### src/rtl/decode_operand_stage.sv
// RV32I decode/operand-fetch stage feeding a BRAM register file (1-cycle read).
// Merges writeback bypass data and hands a decoded bundle to execute over valid/ready.
module decode_operand_stage #(
  parameter int XLEN          = 32,
  parameter bit RESET_PC_HOLD = 1'b0
) (
  input  logic            clk,
  input  logic            reset,
  input  logic            flush,
  input  logic            in_valid,
  output logic            in_ready,
  input  logic [31:0]     in_instr,
  input  logic [XLEN-1:0] in_pc,
  output logic [4:0]      ra1,
  output logic [4:0]      ra2,
  output logic            new_instr,
  input  logic [XLEN-1:0] rd1,
  input  logic [XLEN-1:0] rd2,
  input  logic            wb_we,
  input  logic [4:0]      wb_wa,
  input  logic [XLEN-1:0] wb_wd,
  output logic            out_valid,
  input  logic            out_ready,
  output logic [XLEN-1:0] out_pc,
  output logic [31:0]     out_instr,
  output logic [XLEN-1:0] out_rs1_val,
  output logic [XLEN-1:0] out_rs2_val,
  output logic [XLEN-1:0] out_imm,
  output logic [4:0]      out_rd
);

  typedef enum logic [1:0] {IDLE, READ, OUT} state_t;

  typedef struct packed {
    logic [31:0]     instr;
    logic [XLEN-1:0] pc;
    logic [4:0]      rs1;
    logic [4:0]      rs2;
    logic [4:0]      rd;
  } req_t;

  state_t          state;
  req_t            req_q;
  logic            byp1_f, byp2_f;
  logic [XLEN-1:0] byp1_d, byp2_d;
  logic            accept, hit1, hit2;
  logic [XLEN-1:0] op1, op2;

  function automatic logic [31:0] imm_gen(input logic [31:0] i);
    case (i[6:0])
      7'b0010011, 7'b0000011,
      7'b1100111, 7'b1110011: imm_gen = {{20{i[31]}}, i[31:20]};
      7'b0100011:             imm_gen = {{20{i[31]}}, i[31:25], i[11:7]};
      7'b1100011:             imm_gen = {{19{i[31]}}, i[31], i[7], i[30:25], i[11:8], 1'b0};
      7'b0110111, 7'b0010111: imm_gen = {i[31:12], 12'b0};
      7'b1101111:             imm_gen = {{11{i[31]}}, i[31], i[19:12], i[20], i[30:21], 1'b0};
      default:                imm_gen = '0;
    endcase
  endfunction

  assign in_ready  = !reset && !flush && (state == IDLE || (state == OUT && out_ready));
  assign accept    = in_valid && in_ready;
  assign new_instr = accept;
  assign ra1       = accept ? in_instr[19:15] : req_q.rs1;
  assign ra2       = accept ? in_instr[24:20] : req_q.rs2;

  // A live writeback wins over both the captured bypass and the (stale) BRAM data.
  assign hit1 = wb_we && (wb_wa == req_q.rs1) && (req_q.rs1 != 5'd0);
  assign hit2 = wb_we && (wb_wa == req_q.rs2) && (req_q.rs2 != 5'd0);

  always_comb begin
    op1 = rd1;
    if (req_q.rs1 == 5'd0) op1 = '0;
    else if (hit1)         op1 = wb_wd;
    else if (byp1_f)       op1 = byp1_d;
    op2 = rd2;
    if (req_q.rs2 == 5'd0) op2 = '0;
    else if (hit2)         op2 = wb_wd;
    else if (byp2_f)       op2 = byp2_d;
  end

  always_ff @(posedge clk) begin
    if (reset) begin
      state       <= IDLE;
      req_q       <= '0;
      byp1_f      <= 1'b0;
      byp2_f      <= 1'b0;
      byp1_d      <= '0;
      byp2_d      <= '0;
      out_valid   <= 1'b0;
      out_pc      <= '0;
      out_instr   <= '0;
      out_rs1_val <= '0;
      out_rs2_val <= '0;
      out_imm     <= '0;
      out_rd      <= '0;
    end else if (flush) begin
      state     <= IDLE;
      out_valid <= 1'b0;
      byp1_f    <= 1'b0;
      byp2_f    <= 1'b0;
      if (!RESET_PC_HOLD) out_pc <= '0;
    end else begin
      if (accept) begin
        req_q.instr <= in_instr;
        req_q.pc    <= in_pc;
        req_q.rs1   <= in_instr[19:15];
        req_q.rs2   <= in_instr[24:20];
        req_q.rd    <= in_instr[11:7];
        // BRAM returns old data on read-during-write, so catch the write here.
        byp1_f      <= wb_we && (wb_wa == in_instr[19:15]) && (wb_wa != 5'd0);
        byp2_f      <= wb_we && (wb_wa == in_instr[24:20]) && (wb_wa != 5'd0);
        byp1_d      <= wb_wd;
        byp2_d      <= wb_wd;
        state       <= READ;
      end
      case (state)
        READ: begin
          out_pc      <= req_q.pc;
          out_instr   <= req_q.instr;
          out_rs1_val <= op1;
          out_rs2_val <= op2;
          out_imm     <= imm_gen(req_q.instr);
          out_rd      <= req_q.rd;
          out_valid   <= 1'b1;
          state       <= OUT;
        end
        OUT: begin
          if (hit1) out_rs1_val <= wb_wd;
          if (hit2) out_rs2_val <= wb_wd;
          if (out_ready) begin
            out_valid <= 1'b0;
            if (!accept) state <= IDLE;
          end
        end
        default: ;
      endcase
    end
  end

endmodule
### config.mk
export PLATFORM = sky130hd
export DESIGN_NAME = decode_operand_stage
export DESIGN_NICKNAME = d
export VERILOG_FILES = /design/src/rtl/decode_operand_stage.sv
export SDC_FILE = /design/constraint.sdc
export NUM_CORES = 1
export LEC_CHECK = 0
export ABC_AREA = 1
export CORE_ASPECT_RATIO = 2
export CORE_MARGIN = 3
export CORE_UTILIZATION = 32
export CTS_BUF_LIST = sky130_fd_sc_hd__clkbuf_4 sky130_fd_sc_hd__clkbuf_8
export DETAILED_ROUTE_END_ITERATION = 12
export HOLD_SLACK_MARGIN = 0.12
export PLACE_DENSITY_LB_ADDON = 0.05
export SYNTH_ARGS = -nofsm -noshare
export SYNTH_HDL_FRONTEND = slang
export SYNTH_SLANG_ARGS = --single-unit
### constraint.sdc
create_clock -name clk -period 2.2 [get_ports clk]
set_input_delay 0.44 -clock clk [delete_from_list [all_inputs] [get_ports clk]]
set_output_delay 0.44 -clock clk [all_outputs]
set_load 0.05 [all_outputs]
==> results of run 1 <==
-- path summary, 6_finish.rpt --
kind	startpoint	endpoint	slack, ns	cells after the start
setup / recovery	state[0]	ra2[0]	-0.31	11
hold / removal	reset	byp2_f	0.39	5
setup reg to reg	state[0]	out_rs2_val[0]	0.23	11
hold reg to reg	req_q[36]	req_q[36]	0.45	2
-- flip-flops by register name, indices dropped and copies added, names as in the netlist --
register,count
byp1_f,1
byp2_d,32
byp2_f,1
out_imm,32
out_instr,32
out_pc,32
out_rs1_val,32
out_rs2_val,32
out_valid,1
req_q,64
state,2
-- layout make-up --
| class | instances | area (um2) | share of cell area |
|---|---|---|---|
| well taps | 520 | 651 | 0.0357 |
| diodes | 5 | 12.5 | 0.000686 |
| flip-flops and latches | 261 | 5230 | 0.287 |
| repair buffers | 439 | 4390 | 0.241 |
| inverters | 181 | 694 | 0.0381 |
| clock buffers | 64 | 825 | 0.0452 |
| multi-input cells | 1402 | 6380 | 0.350 |
| clock inverters | 6 | 40.0 | 0.00220 |
-- worst max-delay path, cell delays in order (launching register included) --
cell and delay (ns):
dfxtp_2 0.34, inv_2 0.05, ha_4 0.16, nand2_2 0.05, inv_2 0.04, o21ai_2 0.11
inv_2 0.08, nand2_8 0.12, inv_8 0.05, buf_12 0.12, a21oi_4 0.18, buf_8 0.18
-- power groups by stage --
stage / logic (mW) / registers [mW] / clock network (mW)
2_1_floorplan: 0.886 / 5.37 / 0
3_3_place_gp: 2.10 / 5.10 / 0
3_5_place_dp: 2.11 / 5.11 / 0
4_1_cts: 2.11 / 5.00 / 4.61
5_1_grt: 2.29 / 5.01 / 4.79
6_report: 2.11 / 5.00 / 4.44
-- Yosys cell counts --
cell      count
clkbuf_2      2
buf_2        39
nand3_1      93
inv_1       170
clkbuf_1     69
nand4_1       1
xor2_1        2
a21oi_2      19
o21ai_0     168
nor3_4        2
nor4_1        1
nor3_1        4
buf_6        10
nor3_2        1
a22oi_1       1
buf_4        10
inv_2        11
a21oi_1     177
nand2_1     592
buf_1         5
nand2_4       5
a211oi_1     10
nor2_2        3
nand2_2       7
o211ai_1      2
ha_1          3
o21ai_1      13
nor2_1      287
nand3_2      11
dfxtp_1     261
-- layer usage --
metal  vias up  global-route usage
met4         2              0.0896
met5         -                   0
li1       6902                   -
met2       375               0.438
met1      6133               0.229
met3        99              0.0548
-- what timing repair did --
| action | 4_1_cts | 5_1_grt |
|---|---|---|
| setup endpoints to repair | 137 | 31 |
| resized for setup | 156 | 40 |
| pin swaps | 3 | 2 |
| gates cloned | 0 | 1 |
| buffers inserted | 8 | 2 |
-- stage by stage --
stage               total power, mW  instances  hold slack, ns
finish                         11.5       2878           0.394
global route                   12.1       2877           0.394
CTS                            11.7       2870           0.339
detailed placement             7.21       2793           0.443
global placement               7.20       2793           0.440
floorplan                      6.25       1979           0.429
-- cells by family after synthesis --
kind of cell,after synthesis
adders and majority gates,3
DFF,261
AOI/OAI and AO/OA,390
and+or+nand+nor,1007
buffers and inverters,316
xor gates and xnor gates,2
==> results.sh, run 1 <==
export IMPL_status="complete, but fails checks"
export IMPL_violations="setup timing"
export IMPL_max_slew_margin_rel=0.582
export IMPL_num_rows=102
export IMPL_postLayoutCoreUtil=0.467
export IMPL_start_kind="flip-flop"
export IMPL_ys_warn_count=0
export IMPL_seq_power_share=0.433
export IMPL_core_mm2=0.0391
export IMPL_crit_fanout=7
export IMPL_ys_types=30
export IMPL_synth_nets=2153
export IMPL_cts_max_path_buffers=3
export IMPL_place_ws_ns=-0.198
export IMPL_wl_per_cell_um=17.3
export IMPL_htree_levels=2
export IMPL_die_w_um=147
export IMPL_synthAdderAreaFrac=0.00294
export IMPL_syn2layout_area_growth_pct=42.9
export IMPL_synth_mux_area_frac=0
export IMPL_port_buffers=348
export IMPL_p_int_mw=8.09
export IMPL_final_area_mm2=0.0182
export IMPL_cts_root_buf="clkbuf_8"
export IMPL_fmax_ghz=0.399
export IMPL_setup_violations=11
export IMPL_synth_top_cell_area_share=0.410
export IMPL_grt_max_degree=96
export IMPL_worst_clock_skew_ns=0.0104
export IMPL_synth_top_family_by_area="simple AND/OR/NAND/NOR gates"
export IMPL_synth_compound_area_frac=0.161
export IMPL_power_switching_mw=3.45
export IMPL_antenna_left=0
export IMPL_syn_area_per_cell_um2=6.45
export IMPL_min_period_ns=2.51
export IMPL_synth_seq_area_share=0.410
export IMPL_ctsHoldBuffers=0
export IMPL_m1WireLength_mm=17.7
export IMPL_worstSetupPathType="reg2out"
export IMPL_yosys_area_top_type="dfxtp_1"
export IMPL_clock_sink_count=261
export IMPL_nFillCells=4166
export IMPL_crit_required_ns=1.76
export IMPL_arrival_ns=2.07
export IMPL_p_leak_nw=8.53
export IMPL_ys_ff_latch=261
export IMPL_maxCapViolCount=0
export IMPL_met3_length_mm=3.13
export IMPL_io_pin_count=349
export IMPL_ys_top_cells_by_area="dfxtp_1 (41%), nand2_1 (17%), nor2_1 (8.4%), a21oi_1 (6.9%), o21ai_0 (6.6%)"
export IMPL_worstMarginPinSlew_ns=0.630
export IMPL_die_h_um=288
export IMPL_layout_nets=2500
export IMPL_final_cell_mix="nand2_1 (581), nor2_1 (286), dfxtp_1 (257)"
export IMPL_cts_tree="built"
export IMPL_wl_mm=49.7
export IMPL_globalplace_congestion=0.855
export IMPL_drt_iter0_drc=535
export IMPL_vdd_drop_max_mv=0.508
export IMPL_p_clk_frac=0.385
export IMPL_combPwrFrac=0.182
export IMPL_clk_pin_slew_ns=0.07
export IMPL_place_area_mm2=0.0172
export IMPL_period_share=1.14
export IMPL_wl_met2_mm=26.9
export IMPL_slew_viol_final=0
export IMPL_hold_viol=0
export IMPL_num_vias=13511
export IMPL_top_layer="met5"
export IMPL_grt_usage=0.226
export IMPL_start_util=0.327
export IMPL_synth_simple_area_share=0.319
export IMPL_post_route_drc_count=0
export IMPL_rsz0062_at_grt="yes"
export IMPL_antenna_found_initial=6
export IMPL_post_drt_via_cell_ratio=4.69
export IMPL_cts_buffers=41
export IMPL_worst_slack_ns=-0.306
export IMPL_grt_pass1_wl_mm=75.9
export IMPL_final_common_cell="nand2_1"
export IMPL_synthXorXnorAreaFrac=0.00137
export IMPL_grt_overflow=0
export IMPL_synthCells=1979
export IMPL_fin_setup_tns_ns=-2.84
export IMPL_crit_path_end_kind="output pin"
export IMPL_synthesis_area_mm2=0.0128
export IMPL_drive_above_1_share=0.121
export IMPL_p_sw_frac=0.299
export IMPL_power_density_mw_per_mm2=633
export IMPL_die_area_mm2=0.0424
export IMPL_grt_pass1_vias=13351
export IMPL_dp_hpwl_mm=35.1
export IMPL_drt_pass1_iter_count=5
export IMPL_hold_path_class="in2reg"
export IMPL_clk_latency_ns=0.57
(Power assumes the default switching activity.)
==> run 2: changes to the inputs <==
Settings changed: GPL_TIMING_DRIVEN set to 0.
==> run 2 against run 1 <==
Net effect:
- the flow still finishes with violations (setup timing)
- critical path type unchanged
- non-clock buffer count rose by 57
- worst setup slack got worse by 0.12 ns
- final cell count rose by 2.3%
- sequential power barely moved
- global-route usage rose by 2.2 points
- maximum frequency fell by 4.7%
- sequential cell count did not move
- clock skew rose by 0.013 ns
- routed wire length rose by 10%
==> results.sh, run 2 (synthesized netlist as in run 1, its figures left out) <==
export IMPL_wl_per_cell_um=18.6
export IMPL_crit_path_end_kind="output pin"
export IMPL_crit_required_ns=1.76
export IMPL_p_sw_frac=0.302
export IMPL_wl_mm=54.8
export IMPL_setup_violations=12
export IMPL_die_h_um=288
export IMPL_drive_above_1_share=0.108
export IMPL_die_w_um=147
export IMPL_port_buffers=347
export IMPL_start_kind="flip-flop"
export IMPL_combPwrFrac=0.176
export IMPL_p_clk_frac=0.401
export IMPL_p_int_mw=8.25
export IMPL_num_vias=14072
export IMPL_period_share=1.20
export IMPL_nFillCells=4256
export IMPL_layout_nets=2558
export IMPL_worstMarginPinSlew_ns=0.728
export IMPL_seq_power_share=0.423
export IMPL_whs_path_depth=4
export IMPL_dp_hpwl_mm=42.4
export IMPL_power_switching_mw=3.56
export IMPL_slowest_delay_ns=0.34
export IMPL_p_total_mw=11.8
export IMPL_hold_ws_ns=0.340
export IMPL_reg2reg_from="req_q[67]"
export IMPL_place_ws_ns=-1.04
export IMPL_p_leak_nw=8.39
export IMPL_cts_buffers=42
export IMPL_drt_iter0_drc=723
export IMPL_fmax_ghz=0.380
export IMPL_io_pin_count=349
export IMPL_hold_path_class="in2reg"
export IMPL_cp_common_cell="inv_2"
export IMPL_num_rows=102
export IMPL_max_slew_margin_rel=0.515
export IMPL_start_util=0.327
export IMPL_ctsHoldBuffers=0
export IMPL_slew_viol_final=0
export IMPL_cts_tree="built"
export IMPL_clk_latency_ns=0.60
export IMPL_rr_endpoint="out_rs2_val[30]"
export IMPL_vdd_drop_max_mv=0.459
export IMPL_hold_viol=0
export IMPL_cp_slowest_cell="dfxtp_2"
export IMPL_grt_pass1_wl_mm=81.0
export IMPL_antenna_found_initial=9
export IMPL_worst_slack_ns=-0.431
export IMPL_syn2layout_area_growth_pct=41.9
export IMPL_path_cells="inv_2 -> ha_4 -> nand2_4 -> inv_2 -> o21ai_2 -> inv_2 -> nand2_8 -> clkinv_8 -> buf_12 -> a21oi_4 -> buf_6"
export IMPL_min_to="out_pc[21]"
export IMPL_power_density_mw_per_mm2=653
export IMPL_worstSetupPathType="reg2out"
export IMPL_arrival_ns=2.19
export IMPL_grt_pass1_vias=14011
export IMPL_grt_overflow=0
export IMPL_grt_max_degree=13
export IMPL_die_area_mm2=0.0424
export IMPL_maxCapViolCount=0
export IMPL_largest_reg_flops=64
export IMPL_final_cell_mix="nand2_1 (591), nor2_1 (285), dfxtp_1 (259)"
export IMPL_clock_sink_count=261
export IMPL_min_period_ns=2.63
export IMPL_min_from="reset"
export IMPL_htree_levels=2
export IMPL_grt_usage=0.248
export IMPL_regMostFlops="req_q"
export IMPL_ff2ff_setup_slack_ns=0.16
export IMPL_globalplace_congestion=0.914
export IMPL_cts_max_path_buffers=3
export IMPL_drt_pass1_iter_count=6
export IMPL_r2r_worst_path_cells=10
export IMPL_cts_root_buf="clkbuf_8"
export IMPL_clk_pin_slew_ns=0.07
export IMPL_rsz0062_at_grt="yes"
export IMPL_final_common_cell="nand2_1"
export IMPL_core_mm2=0.0391
export IMPL_post_drt_via_cell_ratio=4.78
export IMPL_worst_clock_skew_ns=0.0232
export IMPL_crit_fanout=7
export IMPL_violations="setup timing"
export IMPL_status="complete, but fails checks"
export IMPL_post_route_drc_count=0
export IMPL_antenna_left=0
run 2: stage by stage:
stage               instances  area, um2  TNS [ns]   util
global placement         2846      17000    -37.43  0.437
finish                   2945      18100     -4.23  0.464
floorplan                1979      12900         0      -
detailed placement       2846      17000    -39.51  0.437
global route             2943      18100     -5.64  0.463
CTS                      2933      18000     -5.42  0.462
run 2: critical path: cells and delay by family (launching register included):
family	cells	cell delay [ns]
and+or+nand+nor	2	0.18
AOI/OAI and AO/OA	2	0.31
adders and majority gates	1	0.16
DFF	1	0.34
buffers and inverters	6	0.62
run 2: power by group through the flow:
stage	logic, mW	registers, mW	clock network (mW)
floorplan	0.886	5.37	0
global placement	2.06	5.10	0
detailed placement	2.07	5.11	0
CTS	2.09	5.00	4.88
global route	2.26	5.01	5.03
finish	2.08	5.00	4.74
run 2: final cells by class:
class	instances	area (um2)	share of cell area
Clock buffer	68	855	0.0472
Timing Repair Buffer	362	3480	0.192
Antenna cell	9	22.5	0.00124
Multi-Input combinational cell	1402	6340	0.350
Buffer	134	752	0.0415
Inverter	181	692	0.0382
Tap cell	520	651	0.0359
Sequential cell	261	5230	0.289
Clock inverter	8	81.3	0.00449
run 2: worst max-delay path by stage:
stage	from	end	slack, ns
6_report	state[0]	ra2[1]	-0.43
5_1_grt	state[0]	ra2[0]	-0.54
4_1_cts	state[0]	ra2[0]	-0.55
3_5_place_dp	flush	ra2[0]	-1.04
3_3_place_gp	flush	ra2[0]	-1.04
2_1_floorplan	state[0]	ra2[3]	0.008
run 2: routing by layer:
| metal | wire length, um | GRT usage |
|---|---|---|
| met2 | 30200 | 0.491 |
| met3 | 3360 | 0.0512 |
| met1 | 18400 | 0.234 |
| met4 | 2800 | 0.128 |
| met5 | 0 | 0 |
run 2: timing repair:
action | in CTS | in global routing
buffers inserted | 9 | 4
endpoints found under the hold margin | 0 | 0
pin swaps | 5 | 6
endpoints found under the setup margin | 244 | 90
gates resized for setup | 282 | 22
cloned | 2 | 0
==> run 3: changes to the inputs <==
Settings changed: CORE_ASPECT_RATIO 2 to 1.1.
==> run 3 against run 2 <==
Net effect:
- the flow still finishes with violations (setup timing)
- sequential cell count unchanged
- clock skew up 0.0064 ns
- combinational power about the same
- utilization up 0.16 points
- register-to-register slack worse by 0.03 ns
- non-clock buffer count up 7
- clock-buffer cell count up 7
- hold slack worse by 0.012 ns
- via count up 0.74%
- critical path type unchanged
- highest routed layer is now met5
==> results.sh, run 3 (synthesized netlist as in run 1, its figures left out) <==
export IMPL_layout_nets=2571
export IMPL_hold_ws_ns=0.329
export IMPL_ff2ff_setup_slack_ns=0.13
export IMPL_wl_per_cell_um=17.8
export IMPL_grt_pass1_vias=13924
export IMPL_status="complete, but fails checks"
export IMPL_ctsHoldBuffers=0
export IMPL_min_period_ns=2.64
export IMPL_io_pin_count=349
export IMPL_start_util=0.325
export IMPL_hold_path_class="in2reg"
export IMPL_port_buffers=347
export IMPL_wl_mm=52.3
export IMPL_syn2layout_area_growth_pct=43.2
export IMPL_grt_usage=0.240
export IMPL_fin_cells=2938
export IMPL_start_kind="flip-flop"
export IMPL_post_drt_via_cell_ratio=4.83
export IMPL_die_area_mm2=0.0423
export IMPL_arrival_ns=2.20
export IMPL_cts_max_path_buffers=3
export IMPL_cp_common_cell="inv_2"
export IMPL_cts_tree="built"
export IMPL_post_place_cells=2833
export IMPL_max_slew_margin_rel=0.443
export IMPL_path_delay_family="buffers and inverters"
export IMPL_cts_root_buf="clkbuf_8"
export IMPL_p_total_mw=12.2
export IMPL_hold_viol=0
export IMPL_globalplace_congestion=0.885
export IMPL_drive_above_1_share=0.121
export IMPL_largest_reg_flops=64
export IMPL_cts_buffers=48
export IMPL_final_cell_mix="nand2_1 (584), nor2_1 (285), dfxtp_1 (258)"
export IMPL_post_route_drc_count=0
export IMPL_drt_pass1_iter_count=5
export IMPL_fmax_ghz=0.379
export IMPL_crit_required_ns=1.76
export IMPL_core_mm2=0.0393
export IMPL_antenna_found_initial=4
export IMPL_antenna_left=0
export IMPL_regMostFlops="req_q"
export IMPL_grt_max_degree=14
export IMPL_p_leak_nw=8.43
export IMPL_die_h_um=215
export IMPL_vdd_drop_max_mv=0.475
export IMPL_die_w_um=196
export IMPL_worstSetupPathType="reg2out"
export IMPL_worst_slack_ns=-0.438
export IMPL_slew_viol_final=0
export IMPL_period_share=1.20
export IMPL_grt_pass1_wl_mm=79.8
export IMPL_num_rows=76
export IMPL_crit_fanout=6
export IMPL_grt_overflow=0
export IMPL_clk_latency_ns=0.63
export IMPL_place_area_mm2=0.0170
export IMPL_clk_pin_slew_ns=0.06
export IMPL_cp_num_buf_inv=6
export IMPL_violations="setup timing"
export IMPL_slowest_delay_ns=0.33
export IMPL_drt_iter0_drc=772
export IMPL_num_vias=14176
export IMPL_cp_slowest_cell="dfxtp_2"
export IMPL_worst_clock_skew_ns=0.0296
export IMPL_rsz0062_at_grt="yes"
export IMPL_dp_hpwl_mm=38.7
export IMPL_path_cells="inv_2 -> ha_4 -> nand2_4 -> inv_4 -> o21ai_2 -> inv_2 -> nand2_8 -> inv_12 -> buf_12 -> a21oi_4 -> buf_6"
export IMPL_final_common_cell="nand2_1"
export IMPL_setup_violations=12
export IMPL_crit_path_end_kind="output pin"
export IMPL_clock_sink_count=261
export IMPL_power_density_mw_per_mm2=666
export IMPL_maxCapViolCount=0
export IMPL_worstMarginPinSlew_ns=0.836
export IMPL_htree_levels=2
export IMPL_final_area_mm2=0.0183
run 3: cell count changes in the layout (fill, tap and decap cells not counted), sizes merged, moves of 3 or more:
cell,previous run,this run
dlymetal6s2s,5,0
clkdlybuf4s50,172,169
diode,9,1
clkbuf,138,145
dlygate4sd2,158,165
buf,91,98
run 3: repair_timing:
action,in CTS,in global routing
setup endpoints to repair,280,94
pin swaps,6,5
cloned,2,0
buffers inserted,18,5
resized for setup,293,52
run 3: routing by layer:
layer | up-vias | routed length, um | track usage
li1 | 7069 | - | -
met1 | 6495 | 21100 | 0.288
met2 | 496 | 25200 | 0.414
met3 | 108 | 4360 | 0.0681
met4 | 8 | 1590 | 0.0818
met5 | - | 50 | 0
run 3: cell type report:
class	count	area, um2
Antenna cell	1	2.50
Buffer	133	771
Timing Repair Buffer	370	3550
Tap cell	507	634
Clock buffer	75	926
Inverter	181	694
Clock inverter	8	103
Fill cell	4209	21000
Multi-Input combinational cell	1402	6360
Sequential cell	261	5230
run 3: power breakdown:
| group | switching (mW) | internal [mW] |
|---|---|---|
| logic | 1.32 | 0.773 |
| clock network | 2.17 | 2.90 |
| registers | 0.0946 | 4.90 |
| total | 3.59 | 8.58 |
run 3: path summary, 6_finish.rpt:
check	end	startpoint	depth (start not counted)
max	ra2[1]	state[0]	11
min	out_pc[31]	reset	4
max reg2reg	out_rs1_val[16]	state[1]	9
min reg2reg	out_pc[6]	out_pc[6]	2
run 3: worst reg2reg max path: stages (launching register included):
cell	delay, ns
dfxtp_2	0.36
inv_1	0.07
ha_1	0.32
inv_1	0.06
nor2_2	0.20
clkbuf_4	0.28
clkbuf_4	0.27
nand3_1	0.10
nor2_1	0.24
nor2_1	0.06
run 3: stage by stage:
stage               worst slack, ns  utilization  setup TNS [ns]
global placement              -1.09        0.434          -62.68
CTS                          -0.590        0.463           -6.23
global route                 -0.530        0.465           -5.83
floorplan                   0.00820            -               0
finish                       -0.438        0.465           -4.69
detailed placement            -1.09        0.434          -64.73
